<file path="src/rtl/pe_param_pkg.sv">
// Shared definitions for the bit-column processing element: group-mode
// encodings, FSM state type and the lane term width helper.
package pe_param_pkg;

  localparam logic [1:0] MODE_G1 = 2'd0;
  localparam logic [1:0] MODE_G2 = 2'd1;
  localparam logic [1:0] MODE_G4 = 2'd2;
  localparam logic [1:0] MODE_G8 = 2'd3;

  typedef enum logic {
    ST_ACC    = 1'b0,
    ST_REDUCE = 1'b1
  } state_t;

  // Widest unsigned lane term: full activation sum shifted by the largest shift.
  function automatic int term_w(input int act_w, input int act_per, input int shift_w);
    return act_w + $clog2(act_per) + (1 << shift_w);
  endfunction

endpackage

</file>
<file path="src/rtl/pe_param_bce.sv">
// One bit-column lane: gate activations by the weight column, sum them,
// shift left and optionally negate, producing a sign-extended ACC_W term.
module bce_lane
  import pe_param_pkg::*;
#(
  parameter int ACT_PER_BCE = 8,
  parameter int ACT_W       = 8,
  parameter int SHIFT_W     = 3,
  parameter int ACC_W       = 24
) (
  input  logic [ACT_PER_BCE*ACT_W-1:0] act,
  input  logic [ACT_PER_BCE-1:0]       wcol,
  input  logic                         sign,
  input  logic [SHIFT_W-1:0]           shift,
  output logic [ACC_W-1:0]             term
);

  localparam int TERM_W = term_w(ACT_W, ACT_PER_BCE, SHIFT_W);

  logic [TERM_W-1:0] sum;
  logic [TERM_W-1:0] shifted;
  logic [ACC_W-1:0]  mag;

  // The unsigned magnitude is zero-extended, so negation yields the signed term.
  always_comb begin
    sum = '0;
    for (int i = 0; i < ACT_PER_BCE; i++) begin
      if (wcol[i]) sum = sum + TERM_W'(act[i*ACT_W +: ACT_W]);
    end
    shifted = sum << shift;
    mag     = ACC_W'(shifted);
    term    = sign ? -mag : mag;
  end

endmodule

</file>
<file path="src/rtl/pe_param.sv">
// Bit-column PE: per-lane accumulation across beats, group reduction at pass
// end, and a one-deep valid/ready output buffer.
module pe_param
  import pe_param_pkg::*;
#(
  parameter int NUM_BCE     = 4,
  parameter int ACT_PER_BCE = 8,
  parameter int ACT_W       = 8,
  parameter int SHIFT_W     = 3,
  parameter int ACC_W       = 24,
  parameter int CNT_W       = 8
) (
  input  logic                                 clk,
  input  logic                                 rst,
  input  logic [NUM_BCE*ACT_PER_BCE*ACT_W-1:0] in_act,
  input  logic [NUM_BCE*ACT_PER_BCE-1:0]       in_wcol,
  input  logic                                 in_sign,
  input  logic [NUM_BCE*SHIFT_W-1:0]           in_shift,
  input  logic                                 in_last,
  input  logic [1:0]                           in_mode,
  input  logic                                 in_valid,
  output logic                                 in_ready,
  input  logic                                 clear,
  output logic [NUM_BCE*ACC_W-1:0]             out_data,
  output logic [CNT_W-1:0]                     out_count,
  output logic                                 out_valid,
  input  logic                                 out_ready,
  output logic                                 dbg_state
);

  localparam logic [2:0] MAX_M = 3'($clog2(NUM_BCE));

  if (ACC_W < term_w(ACT_W, ACT_PER_BCE, SHIFT_W) + 1) begin : g_acc_too_narrow
    $error("pe_param: ACC_W too narrow for the lane term width");
  end

  // Handshake: a beat transfers on a rising edge where in_valid && in_ready;
  // a result transfers on a rising edge where out_valid && out_ready.
  state_t           state;
  logic [ACC_W-1:0] acc  [NUM_BCE];
  logic [ACC_W-1:0] term [NUM_BCE];
  logic [ACC_W-1:0] grp  [NUM_BCE];
  logic [CNT_W-1:0] cnt;
  logic [1:0]       mode_q;
  logic [1:0]       eff_m;
  logic             accept;
  logic             buf_free;

  for (genvar l = 0; l < NUM_BCE; l++) begin : g_lane
    bce_lane #(
      .ACT_PER_BCE(ACT_PER_BCE),
      .ACT_W      (ACT_W),
      .SHIFT_W    (SHIFT_W),
      .ACC_W      (ACC_W)
    ) u_lane (
      .act  (in_act[l*ACT_PER_BCE*ACT_W +: ACT_PER_BCE*ACT_W]),
      .wcol (in_wcol[l*ACT_PER_BCE +: ACT_PER_BCE]),
      .sign (in_sign),
      .shift(in_shift[l*SHIFT_W +: SHIFT_W]),
      .term (term[l])
    );
  end

  assign in_ready  = (state == ST_ACC) && !clear;
  assign accept    = in_valid && in_ready;
  assign buf_free  = !out_valid || out_ready;
  assign dbg_state = (state == ST_REDUCE);
  assign eff_m     = ({1'b0, mode_q} > MAX_M) ? MAX_M[1:0] : mode_q;

  // Lane j belongs to group j >> m; groups past NUM_BCE >> m stay zero.
  always_comb begin
    for (int g = 0; g < NUM_BCE; g++) begin
      grp[g] = '0;
      for (int j = 0; j < NUM_BCE; j++) begin
        if ((j >> eff_m) == g) grp[g] = grp[g] + acc[j];
      end
    end
  end

  always_ff @(posedge clk or negedge rst) begin
    if (!rst) begin
      state     <= ST_ACC;
      cnt       <= '0;
      mode_q    <= MODE_G1;
      out_valid <= 1'b0;
      out_data  <= '0;
      out_count <= '0;
      for (int l = 0; l < NUM_BCE; l++) acc[l] <= '0;
    end else begin
      if (out_valid && out_ready) out_valid <= 1'b0;
      case (state)
        ST_ACC: begin
          if (clear) begin
            cnt <= '0;
            for (int l = 0; l < NUM_BCE; l++) acc[l] <= '0;
          end else if (accept) begin
            for (int l = 0; l < NUM_BCE; l++) acc[l] <= acc[l] + term[l];
            if (cnt != {CNT_W{1'b1}}) cnt <= cnt + 1'b1;
            if (in_last) begin
              mode_q <= in_mode;
              state  <= ST_REDUCE;
            end
          end
        end
        ST_REDUCE: begin
          // Loading wins over the concurrent handshake, keeping out_valid high.
          if (buf_free) begin
            for (int g = 0; g < NUM_BCE; g++) out_data[g*ACC_W +: ACC_W] <= grp[g];
            out_count <= cnt;
            out_valid <= 1'b1;
            cnt       <= '0;
            for (int l = 0; l < NUM_BCE; l++) acc[l] <= '0;
            state <= ST_ACC;
          end
        end
        default: state <= ST_ACC;
      endcase
    end
  end

endmodule

</file>
<file path="config.mk">
export PLATFORM = sky130hd
export DESIGN_NAME = pe_param
export DESIGN_NICKNAME = d
export VERILOG_FILES = /design/src/rtl/pe_param_pkg.sv /design/src/rtl/pe_param_bce.sv /design/src/rtl/pe_param.sv
export SDC_FILE = /design/constraint.sdc
export NUM_CORES = 2
export LEC_CHECK = 0
export ABC_AREA = 1
export BUFFER_PORTS_ARGS = -buffer_cell sky130_fd_sc_hd__buf_2
export CAP_MARGIN = 20
export CELL_PAD_IN_SITES_DETAIL_PLACEMENT = 1
export CELL_PAD_IN_SITES_GLOBAL_PLACEMENT = 1
export CORE_MARGIN = 8
export CORE_UTILIZATION = 43
export DETAILED_ROUTE_END_ITERATION = 8
export GPL_TIMING_DRIVEN = 1
export PLACE_DENSITY = 0.87
export RECOVER_POWER = 100
export SLEW_MARGIN = 20
export SYNTH_ARGS = -nofsm -noshare
export SYNTH_HDL_FRONTEND = slang
export SYNTH_HIERARCHICAL = 1
export SYNTH_SLANG_ARGS = --single-unit
</file>
<file path="constraint.sdc">
create_clock -name clk -period 5.09 [get_ports clk]
set_input_delay 0.7635 -clock clk [delete_from_list [all_inputs] [get_ports clk]]
set_output_delay 0.7635 -clock clk [all_outputs]
set_load 0.005 [all_outputs]
</file>
==> impl_metrics.env, run 1 <==
export IMPL_synth_seq_cells=212
export IMPL_postPlaceCellArea_um2=57500
export IMPL_hpwl_um=193000
export IMPL_cts_path_max_buffers=3
export IMPL_first_global_vias=94700
export IMPL_grt_max_degree=125
export IMPL_htreeDepth=1
export IMPL_overflow=2087
export IMPL_die_y_um=329
export IMPL_firstError="[ERROR GRT-0116] Global routing finished with congestion. Check the congestion regions in the DRC Viewer."
export IMPL_io_buffers=415
export IMPL_synth_most_common_cell="nand2_1"
export IMPL_synth_edf_count=0
export IMPL_die_x_um=329
export IMPL_cts_root_buf="clkbuf_16"
export IMPL_syn_inst=7158
export IMPL_num_rows=115
export IMPL_netlist_area_leader_share=0.191
export IMPL_status="stopped before the end"
export IMPL_ys_warn_count=6
export IMPL_synth_cell_types=68
export IMPL_synthFlopType="dfrtp_1"
export IMPL_initial_utilization=0.432
export IMPL_haltStage="5_1_grt"
export IMPL_ys_seq_area_frac=0.126
export IMPL_synth_area_per_cell_um2=5.90
export IMPL_synthArstFlopShare=1.00
export IMPL_grt_pass1_wl_um=702000
export IMPL_ys_top_cells_by_count="nand2_1, inv_1, nand3_1"
export IMPL_place_congestion=1.04
export IMPL_cts_sinks=212
export IMPL_grt_usage=0.830
export IMPL_cts_buffers=26
export IMPL_ios=416
export IMPL_syn_cell_area_um2=42200
export IMPL_synthTopCellsByArea="nand2_1, ha_1, dfrtp_1"
export IMPL_yosys_area_top_type="nand2_1"
[cells by family after synthesis]
kind of cell / Yosys count / share of synthesized area
and+or+nand+nor: 3935 / 0.416
AOI/OAI and AO/OA: 1180 / 0.158
buffers and inverters: 1135 / 0.105
adders and majority gates: 496 / 0.154
DFF: 212 / 0.126
xor gates and xnor gates: 198 / 0.0411
other: 2 / 0.000178
[per-stage QoR]
step	instances	util	hold slack [ns]	setup slack (ns)
2_1_floorplan	7180	-	0.468	-4.05
3_3_place_gp	10100	0.587	0.459	-4.87
3_5_place_dp	10100	0.587	0.465	-5.98
4_1_cts	10300	0.651	0.262	-4.54
[repair_timing]
| item | in CTS |
|---|---|
| hold buffers | 0 |
| setup buffers | 176 |
| resized for setup | 893 |
| pin swaps | 464 |
| endpoints found under the setup margin | 123 |
| endpoints found under the hold margin | 0 |
[metal layers]
| layer | GRT overflow | track usage |
|---|---|---|
| met4 | 600 | 0.886 |
| met5 | 8 | 0.478 |
| met2 | 1365 | 0.996 |
| met3 | 60 | 0.713 |
| met1 | 54 | 0.775 |
==> run 2: changes to the inputs <==
CELL_PAD_IN_SITES_DETAIL_PLACEMENT = default   (was 1)
CELL_PAD_IN_SITES_GLOBAL_PLACEMENT = default   (was 1)
CORE_UTILIZATION = 40   (was 43)
PLACE_DENSITY = default   (was 0.87)
PLACE_DENSITY_LB_ADDON = 0.15   (was default)
==> run 2 against run 1 <==
The flow now finishes, with violations (max-capacitance violations, max-slew violations, negative setup slack). Synthesized cell count stayed put. Area after synthesis did not move.
==> impl_metrics.env, run 2 <==
export IMPL_reg2reg_from="acc[52]"
export IMPL_tns_ns=-328.43
export IMPL_cts_root_buf="clkbuf_16"
export IMPL_cts_sinks=212
export IMPL_netlist_area_leader_share=0.191
export IMPL_layout_setup_ws_ns=-4.18
export IMPL_startpoint_type="input pin"
export IMPL_hold_viol=0
export IMPL_worstHoldEndpoint="out_valid"
export IMPL_max_slew_margin=-0.799
export IMPL_ys_top_cells_by_count="nand2_1, inv_1, nand3_1"
export IMPL_drv_cap=5
export IMPL_arrival_ns=9.68
export IMPL_worstHoldPathType="input pin to register"
export IMPL_first_global_vias=53200
export IMPL_grt_setup_unrepaired="true"
export IMPL_synth_area_per_cell_um2=5.90
export IMPL_ys_seq_area_frac=0.126
export IMPL_cts_buffers=26
export IMPL_r2r_slack_ns=-0.50
export IMPL_synth_cell_types=68
export IMPL_die_x_um=341
export IMPL_powerDensity_nw_per_um2=433
export IMPL_syn_cell_area_um2=42200
export IMPL_synthTopCellsByArea="nand2_1, ha_1, dfrtp_1"
export IMPL_insertion_delay_ns=0.58
export IMPL_path_class="input pin to register"
export IMPL_worst_path_most_repeated_cell="nand2_2"
export IMPL_clkTransAtPathRegs_ns=0.06
export IMPL_timing_hold_ws_ns=0.469
export IMPL_dpl_cell_count=10300
export IMPL_hold_path_depth=4
export IMPL_holdCritStartpoint="out_ready"
export IMPL_final_common_cell="nand2_1"
export IMPL_fin_skew_ns=0.0316
export IMPL_hpwl_um=142000
export IMPL_core_um2=105000
export IMPL_yosys_area_top_type="nand2_1"
export IMPL_grt_max_degree=104
export IMPL_p_leak_nw=35.9
export IMPL_totalWireLength_um=178000
export IMPL_fillCellCount=9553
export IMPL_wire_per_inst_um=16.8
export IMPL_overflow=0
export IMPL_timing_fmax_ghz=0.108
export IMPL_initial_utilization=0.402
export IMPL_syn_inst=7158
export IMPL_layout_min_cycle_time_ns=9.27
export IMPL_dieArea_um2=116000
export IMPL_reg2reg_depth=31
export IMPL_ios=416
export IMPL_num_rows=119
export IMPL_drv_slew=317
export IMPL_die_y_um=341
export IMPL_vdd_drop_max_v=0.000274
export IMPL_synthFlopType="dfrtp_1"
export IMPL_synth_edf_count=0
export IMPL_drt_iter0_markers=3169
export IMPL_critical_path_max_stage_delay_ns=0.37
export IMPL_antenna_found_initial=15
export IMPL_ys_warn_count=6
export IMPL_finalNonFillerCells=10600
export IMPL_io_buffers=415
export IMPL_via_count=54700
export IMPL_finalNetCount=10000
export IMPL_htreeDepth=1
export IMPL_tritoncts="built"
export IMPL_cts_hold_buf=0
export IMPL_synth_seq_cells=212
export IMPL_tightest_slew_ns=2.70
export IMPL_setup_viol=111
export IMPL_place_congestion=0.982
export IMPL_synth_most_common_cell="nand2_1"
export IMPL_status="complete, but fails checks"
export IMPL_ant_nets=0
export IMPL_grt_pass1_wl_um=274000
export IMPL_post_route_period_util=1.82
export IMPL_violations="max-capacitance violations, max-slew violations, negative setup slack"
export IMPL_synthArstFlopShare=1.00
export IMPL_area_growth_pct=60.1
export IMPL_worstPathRequired_ns=5.51
export IMPL_crit_fanout=6
export IMPL_drive_above_1_share=0.406
export IMPL_grt_usage=0.285
export IMPL_drt_pass1_iterations=6
export IMPL_cp_end_kind="register"
export IMPL_largestRegisters="acc x96, out_data x96"
export IMPL_cts_path_max_buffers=3
export IMPL_worstReg2RegEnd="out_data[23]"
export IMPL_viasPerCell=5.15
export IMPL_cpMaxStageDelayCell="ha_1"
export IMPL_layout_common_cells="nand2_1, buf_4, inv_1"
export IMPL_drcViolationCount=0
==> run 2: cell counts after synthesis <==
No cell type changed its count.
==> run 2: worst max-delay path by stage <==
stage,from,endpoint,slack (ns),depth (start not counted)
6_report,in_wcol[16],acc[46],-4.18,70
5_1_grt,in_wcol[16],acc[46],-4.68,70
4_1_cts,in_act[192],acc[21],-3.93,65
3_5_place_dp,in_wcol[24],acc[23],-5.06,65
3_3_place_gp,in_wcol[24],acc[23],-5.04,65
2_1_floorplan,in_wcol[16],acc[46],-4.05,69
==> run 2: cells by family (layout without fill, tap and decap cells) <==
logic type / Yosys count / after routing / share of synthesized area
AND/OR/NAND/NOR: 3935 / 3935 / 0.416
AO/OA/AOI/OAI: 1180 / 1180 / 0.158
buffers and inverters: 1135 / 3191 / 0.105
adder cells (fa/ha/maj): 496 / 496 / 0.154
flip-flops: 212 / 212 / 0.126
XOR/XNOR: 198 / 198 / 0.0411
other: 2 / 30 / 0.000178
==> run 2: routing by layer <==
| layer | wire (um) | track usage |
|---|---|---|
| met1 | 75500 | 0.355 |
| met2 | 86400 | 0.507 |
| met3 | 9430 | 0.0353 |
| met4 | 6860 | 0.0891 |
| met5 | 61 | 0 |
==> run 2: layout make-up <==
class / count / area, um^2 / share of cell area
clock buffers: 30 / 717 / 0.0106
well taps: 1391 / 1740 / 0.0258
multi-input cells: 5833 / 40200 / 0.595
inverters: 974 / 3690 / 0.0547
repair buffers: 2169 / 15600 / 0.232
flip-flops and latches: 212 / 5310 / 0.0785
diodes: 6 / 15.0 / 0.000222
clock inverters: 18 / 218 / 0.00322
==> run 2: timing repair <==
item / 4_1_cts / 5_1_grt
gates resized for setup: 660 / 687
pin swaps: 438 / 551
endpoints found under the setup margin: 108 / 111
hold endpoints to repair: 0 / 0
buffers inserted: 214 / 86
==> run 2: worst max-delay path, delay by kind of cell <==
family | cells | cell delay [ns]
and+or+nand+nor | 31 | 2.99
adders and majority gates | 9 | 2.42
AOI/OAI and AO/OA | 13 | 1.81
xor gates and xnor gates | 6 | 0.88
buffers and inverters | 11 | 0.76
==> run 2: report_power, final <==
group          switching, W  internal (W)  leakage, nW
sequential         0.000760       0.00206         2.82
clock              0.000830       0.00122        0.448
combinational        0.0126        0.0118         32.6
==> run 2: per-stage QoR <==
step / worst slack (ns) / cell area, um^2 / total power (W) / util
2_1_floorplan: -4.05 / 44400 / 0.0137 / -
6_report: -4.18 / 67600 / 0.0293 / 0.644
5_1_grt: -4.68 / 67600 / 0.0315 / 0.644
3_3_place_gp: -5.04 / 58500 / 0.0219 / 0.557
3_5_place_dp: -5.06 / 58500 / 0.0222 / 0.557
4_1_cts: -3.93 / 64100 / 0.0268 / 0.610
Power figures use the tool's default switching activity.
